### src/rtl/mcu_playlist.sv
// Playlist playback controller: play/pause, next, prev (restart or step back),
// end-of-song modes, and a one-cycle player-reset pulse on every song change.
module mcu_playlist #(
  parameter int NUM_SONGS     = 4,
  parameter int SONG_W        = 2,
  parameter int RESTART_BEATS = 8
) (
  input  logic              clk,
  input  logic              reset,
  input  logic              play_button,
  input  logic              next_button,
  input  logic              prev_button,
  input  logic [1:0]        mode,
  input  logic              beat,
  input  logic              song_done,
  output logic              play,
  output logic              reset_player,
  output logic [SONG_W-1:0] song
);

  localparam int BW = $clog2(RESTART_BEATS + 1);
  localparam logic [SONG_W-1:0] LAST_SONG = SONG_W'(NUM_SONGS - 1);
  localparam logic [BW-1:0]     BEAT_MAX  = BW'(RESTART_BEATS);

  typedef enum logic [1:0] {PAUSED, PLAYING, SWITCH} state_t;

  state_t            state, state_nx;
  logic [SONG_W-1:0] song_nx, song_inc, song_dec;
  logic              resume, resume_nx;
  logic [BW-1:0]     beat_cnt, beat_cnt_nx;

  always_ff @(posedge clk or negedge reset) begin
    if (!reset) begin
      state    <= PAUSED;
      song     <= '0;
      resume   <= 1'b0;
      beat_cnt <= '0;
    end else begin
      state    <= state_nx;
      song     <= song_nx;
      resume   <= resume_nx;
      beat_cnt <= beat_cnt_nx;
    end
  end

  always_comb begin
    song_inc = (song == LAST_SONG) ? '0 : song + 1'b1;
    song_dec = (song == '0) ? LAST_SONG : song - 1'b1;
  end

  always_comb begin
    state_nx    = state;
    song_nx     = song;
    resume_nx   = resume;
    beat_cnt_nx = beat_cnt;
    case (state)
      SWITCH: state_nx = resume ? PLAYING : PAUSED;
      default: begin
        if (state == PLAYING && beat && beat_cnt != BEAT_MAX)
          beat_cnt_nx = beat_cnt + BW'(1);
        // Priority chain: only the first matching event acts.
        if (next_button) begin
          song_nx   = song_inc;
          resume_nx = (state == PLAYING);
          state_nx  = SWITCH;
        end else if (prev_button) begin
          song_nx   = (beat_cnt >= BEAT_MAX) ? song : song_dec;
          resume_nx = (state == PLAYING);
          state_nx  = SWITCH;
        end else if (song_done && state == PLAYING) begin
          resume_nx = 1'b1;
          state_nx  = SWITCH;
          case (mode)
            2'b10: song_nx = song;
            2'b00: begin
              song_nx = song_inc;
              if (song == LAST_SONG) resume_nx = 1'b0;
            end
            default: song_nx = song_inc;
          endcase
        end else if (play_button) begin
          state_nx = (state == PLAYING) ? PAUSED : PLAYING;
        end
        if (state_nx == SWITCH) beat_cnt_nx = '0;
      end
    endcase
  end

  always_comb begin
    play         = (state == PLAYING);
    reset_player = (state == SWITCH);
  end

endmodule

### config.mk
export PLATFORM = sky130hd
export DESIGN_NAME = mcu_playlist
export DESIGN_NICKNAME = d
export VERILOG_FILES = /design/src/rtl/mcu_playlist.sv
export SDC_FILE = /design/constraint.sdc
export NUM_CORES = 1
export LEC_CHECK = 0
export ABC_AREA = 1
export BUFFER_PORTS_ARGS = -buffer_cell sky130_fd_sc_hd__buf_4
export CORE_MARGIN = 5
export CORE_UTILIZATION = 46
export CTS_CLUSTER_DIAMETER = 120
export DETAILED_ROUTE_END_ITERATION = 12
export GPL_ROUTABILITY_DRIVEN = 0
export PLACE_DENSITY = 0.78
export SYNTH_ARGS = -nofsm -noshare
export SYNTH_HDL_FRONTEND = slang
export SYNTH_SLANG_ARGS = --single-unit
### constraint.sdc
create_clock -name clk -period 1.2 [get_ports clk]
set_input_delay 0.36 -clock clk [delete_from_list [all_inputs] [get_ports clk]]
set_output_delay 0.36 -clock clk [all_outputs]
set_load 0.03 [all_outputs]
Word level (Yosys, flattened, before mapping)
Index checks and enable logic that the tools add are counted.
- register bits after elaboration: 9
- bits in latches: 0
- RAM bits: 0
- ROM bits: 0
- bits of input ports: 9
- output and inout bits: 4
- logic and storage cells: 49
- memories: 0
- add/sub/neg operators: 3
- $mul: 0
- divide/modulo/power cells: 0
- $lt $le $gt $ge: 1
- equality and inequality tests: 8
- shift-type cells: 0
- mux-type cells: 22
- bitwise logic cells: 1
- reductions and logical operators: 10
- operators by type and width (cell ; count):
    2-to-1 mux 2 bit ; 13
    == test 2 bit, second input constant ; 4
    2-to-1 mux 4 bit ; 2
    2-to-1 mux 1 bit ; 7
    inequality test 3 bit, second input constant ; 2
    adder 4 x 1 -> 4 bit, second input constant ; 1
    >= comparator 4 bit, second input constant ; 1
    zero test 2 bit ; 2
    inequality test 4 bit, second input constant ; 1
    AND reduction 2 bit ; 2
    AND reduction 4 bit ; 1
    logical AND 1 bit ; 3
    nonzero test 3 bit ; 1
    adder 2 x 1 -> 2 bit, second input constant ; 1
    == test 2 x 1 -> 1 bit, second input constant ; 1
    nonzero test 2 bit ; 1
    subtractor 2 x 1 -> 2 bit, second input constant ; 1
    inverter 1 bit ; 1

Depth between registers and ports, before layout
- depth in word-level cells: 10
- mapped depth: 9

Worst setup path before layout
OpenSTA, ideal clock, no wires.
- kind: register to register
- start point: register song[0]
- end point: register song[1]
- library setup time: 0.076 ns
- arrival time: 1.202 ns
- required time: 1.124 ns
- path slack: -0.078 ns
- cell stages (with the launch flop): 5
- buffers on the path: 0
- path through: dfrtp_1 inv_1 ha_1 xor2_1 o21ai_1
- word-level cells in the longest chain between the ends: 6
- elaborated cells between the ends (all ways): 11
- RTL lines (what ; RTL line ; source):
    from (decl) ; 18 ; output logic [SONG_W-1:0] song
    from (signal assigned) ; 40 ; song <= song_nx;
    adder 2 x 1 -> 2 bit / == test 2 bit (equally long branches) ; 47 ; song_inc = (song == LAST_SONG) ? '0 : song + 1'b1;
    2-to-1 mux 2 bit ; 47 ;
    2-to-1 mux 2 bit ; 73 ; case (mode)
    2-to-1 mux 2 bit ; 70 ; end else if (song_done && state == PLAYING) begin
    2-to-1 mux 2 bit ; 66 ; end else if (prev_button) begin
    2-to-1 mux 2 bit (*) ; 62 ; if (next_button) begin
Mark *: on every way between the ends. The rest lies on a longest branch, timed or not. The select of a mux whose other input is x is not followed.
A chain may end at the register's enable or synchronous reset.

Worst setup path in the final report
- start point: register state[0]
- end point: output play
- word-level cells in the longest chain between the ends: 1
- RTL lines (what ; RTL line ; source):
    from (decl) ; 27 ; state_t state, state_nx;
    from (signal assigned) ; 39 ; state <= state_nx;
    == test 2 x 1 -> 1 bit ; 90 ; play = (state == PLAYING);
    to (decl) ; 16 ; output logic play,
Every way passes these cells.

==> impl_metrics.yaml <==
worst_setup_path:
  crit_buf_inv: 2
  critPathRequiredTime_ns: 0.84
  crit_type: "register to output pin"
  cp-endpoint: "play"
  cp-start-kind: "register"
  cp_max_fo: 3
  crit_arrival_ns: 1.00
  timing.rr.start: "state[1]$_DFF_PN0_"
  cp_top_family: "flip-flops"
  reg2reg_depth: 8
  startpoint: "state[0]$_DFF_PN0_"
  crit_path_top_delay_cell: "dfrtp_2"
  crit_path_end_kind: "output pin"
  max_stage_delay_ns: 0.41
  cp_cell_sequence: "inv_2 > nor2_4 > buf_6"
  rr_endpoint: "song[0]$_DFFE_PN0P_"
  r2r_slack_ns: -0.12
  crit_cells: 3
placed_design:
  dpl_cell_area_um2: 800
  numPortBuffers: 12
  post-place-ws_ns: -0.0897
  dp_hpwl_mm: 1.06
timing:
  fin_skew_ns: 0.00120
  slew_viol_final: 0
  setup_viol: 10
  relSlewSlack_pct: 82.1
  min_period_over_period_pct: 113
  hold_viol: 0
  tightest_slew_ns: 0.266
  fin_crit_ns: 1.36
  fmax_ghz: 0.736
  fin_ws_ns: -0.159
  rsz0062_at_grt: "true"
cells_and_area:
  drive_gt1_share_pct: 51.4
  fin_nets: 123
  antenna_cells: 0
  fin_util_pct: 73.9
  fillCellCount: 87
  area_delta_synth_final_pct: 51.1
  fin_area_um2: 962
pwr:
  p_leak_nw: 0.497
  power.density_mw_per_mm2: 2040
  power_mw: 1.96
  ir_drop_uv: 1100
routing:
  avgViaCountPerCell: 5.06
  vias: 628
  drc: 0
  finalWirelength_mm: 1.52
  dr.pass1.iters: 4
  wl_per_cell_um: 12.2
  ant_nets: 0
  drt_iter0_drc: 11
run:
  maxCapViolCount: 0
die:
  core-area_mm2: 0.00130
  fp.dieArea_mm2: 0.00223
  io_pins: 13
  start_util_pct: 48.9
  rows: 13
  die-width_um: 47.2
  die_height_um: 47.2
synth:
  ys_ff_latch: 9
  synth-seq-area-share_pct: 35.4
  yosys_warnings: 0
  synth_area_per_cell_um2: 8.06
  syn-num-nets: 92
  synthesis.instances: 79
  ys_types: 19
  syn_area_um2: 637
run_status:
  status: "finished, violations left"
  violations: "setup timing"
global_route:
  grtUsageTotal_pct: 16.0
  grt_pass1_wl_mm: 2.39
  grt_pass1_vias: 588
  grt_max_degree: 10
  antenna_found_initial: 0
  globalRouteOverflowTotal: 0
clocking:
  cts_tree: "built"
  cts_root_buf: "clkbuf_4"
  clk_pin_slew_ns: 0.06
  cts.sinks: 9
  cts_made_buffers: 3
  insertion_delay_ns: 0.26
  h-tree-depth: 1
  cts_buffer_depth: 2
worst_hold_path:
  hp-class: "input port to async pin"
where the power goes:
| group | internal, mW | switching [mW] | total, mW |
|---|---|---|---|
| clock network | 0.128 | 0.104 | 0.232 |
| registers | 0.397 | 0.0946 | 0.491 |
| logic | 0.538 | 0.699 | 1.24 |
| total | 1.06 | 0.898 | 1.96 |
worst min path at each step:
stage | from | endpoint
floorplan | reset | beat_cnt[0]$_DFFE_PN0P_
global placement | reset | beat_cnt[0]$_DFFE_PN0P_
detailed placement | reset | beat_cnt[0]$_DFFE_PN0P_
CTS | reset | beat_cnt[0]$_DFFE_PN0P_
global route | reset | beat_cnt[0]$_DFFE_PN0P_
finish | reset | beat_cnt[2]$_DFFE_PN0P_
state kept, by name, indices dropped and copies added (netlist names):
signal and flops:
beat_cnt 4, state 2, resume 1, song 2
logic make-up after synthesis:
family	after synthesis	share of synthesized area, %
adders and majority gates	4	7.86
AOI/OAI and AO/OA	10	12.2
DFF	9	35.4
xor gates and xnor gates	2	2.75
buffers and inverters	15	8.84
and+or+nand+nor	39	33.0
placed cells by master (no fill, tap or decap), drive strengths merged:
cell type,netlist,final
buf,0,25
nand2,19,19
inv,15,15
dfrtp,9,9
nor2,7,7
nand4,6,6
nand3,6,6
o21ai,6,6
ha,4,4
clkbuf,0,4
a21oi,2,2
xor2,2,2
o31ai,1,1
nand3b,1,1
o211ai,1,1
dlygate4sd3,0,1
what timing repair did:
| item | 4_1_cts | 5_1_grt |
|---|---|---|
| cloned | 0 | 0 |
| endpoints found under the setup margin | 10 | 11 |
| buffers inserted | 5 | 1 |
| gates resized for setup | 6 | 17 |
| pin swaps | 2 | 8 |
| hold buffers | 1 | 0 |
| hold endpoints to repair | 9 | 0 |
through the flow:
| step | instances | setup TNS [ns] | hold slack [ns] |
|---|---|---|---|
| after floorplan | 79 | -0.380 | 0.0644 |
| after global placement | 113 | -0.148 | 0.188 |
| final | 124 | -0.928 | 0.454 |
| after detailed placement | 113 | -0.299 | 0.190 |
| after CTS | 123 | -1.03 | 0.451 |
| after global routing | 124 | -1.68 | 0.482 |
cells in the mapped netlist (all sizes together):
library cell	number	share of area [%]
a21oi	2	5.1
dfrtp	9	35
ha	4	7.9
inv	15	8.8
nand2	19	13
nand3	6	5.5
nand3b	1	1.2
nand4	6	5.9
nor2	7	7.7
o211ai	1	1.2
o21ai	6	4.7
o31ai	1	1.2
xor2	2	2.8
per-layer routing:
| metal | wire (µm) | global-route usage, % | part of all wire (%) |
|---|---|---|---|
| met1 | 622 | 19.1 | 41 |
| met2 | 770 | 26.0 | 51 |
| met3 | 78 | 2.30 | 5.1 |
| met4 | 45 | 11.6 | 3.0 |
| met5 | 0 | 0 | 0 |
cell type report:
type	count	area [µm²]	share of cell area (%)
Multi-Input combinational cell	55	410	42.7
Sequential cell	9	228	23.7
Timing Repair Buffer	26	220	22.9
Inverter	15	58.8	6.11
Clock buffer	4	26.3	2.73
Tap cell	15	18.8	1.95
Power figures use the tool's default switching activity.
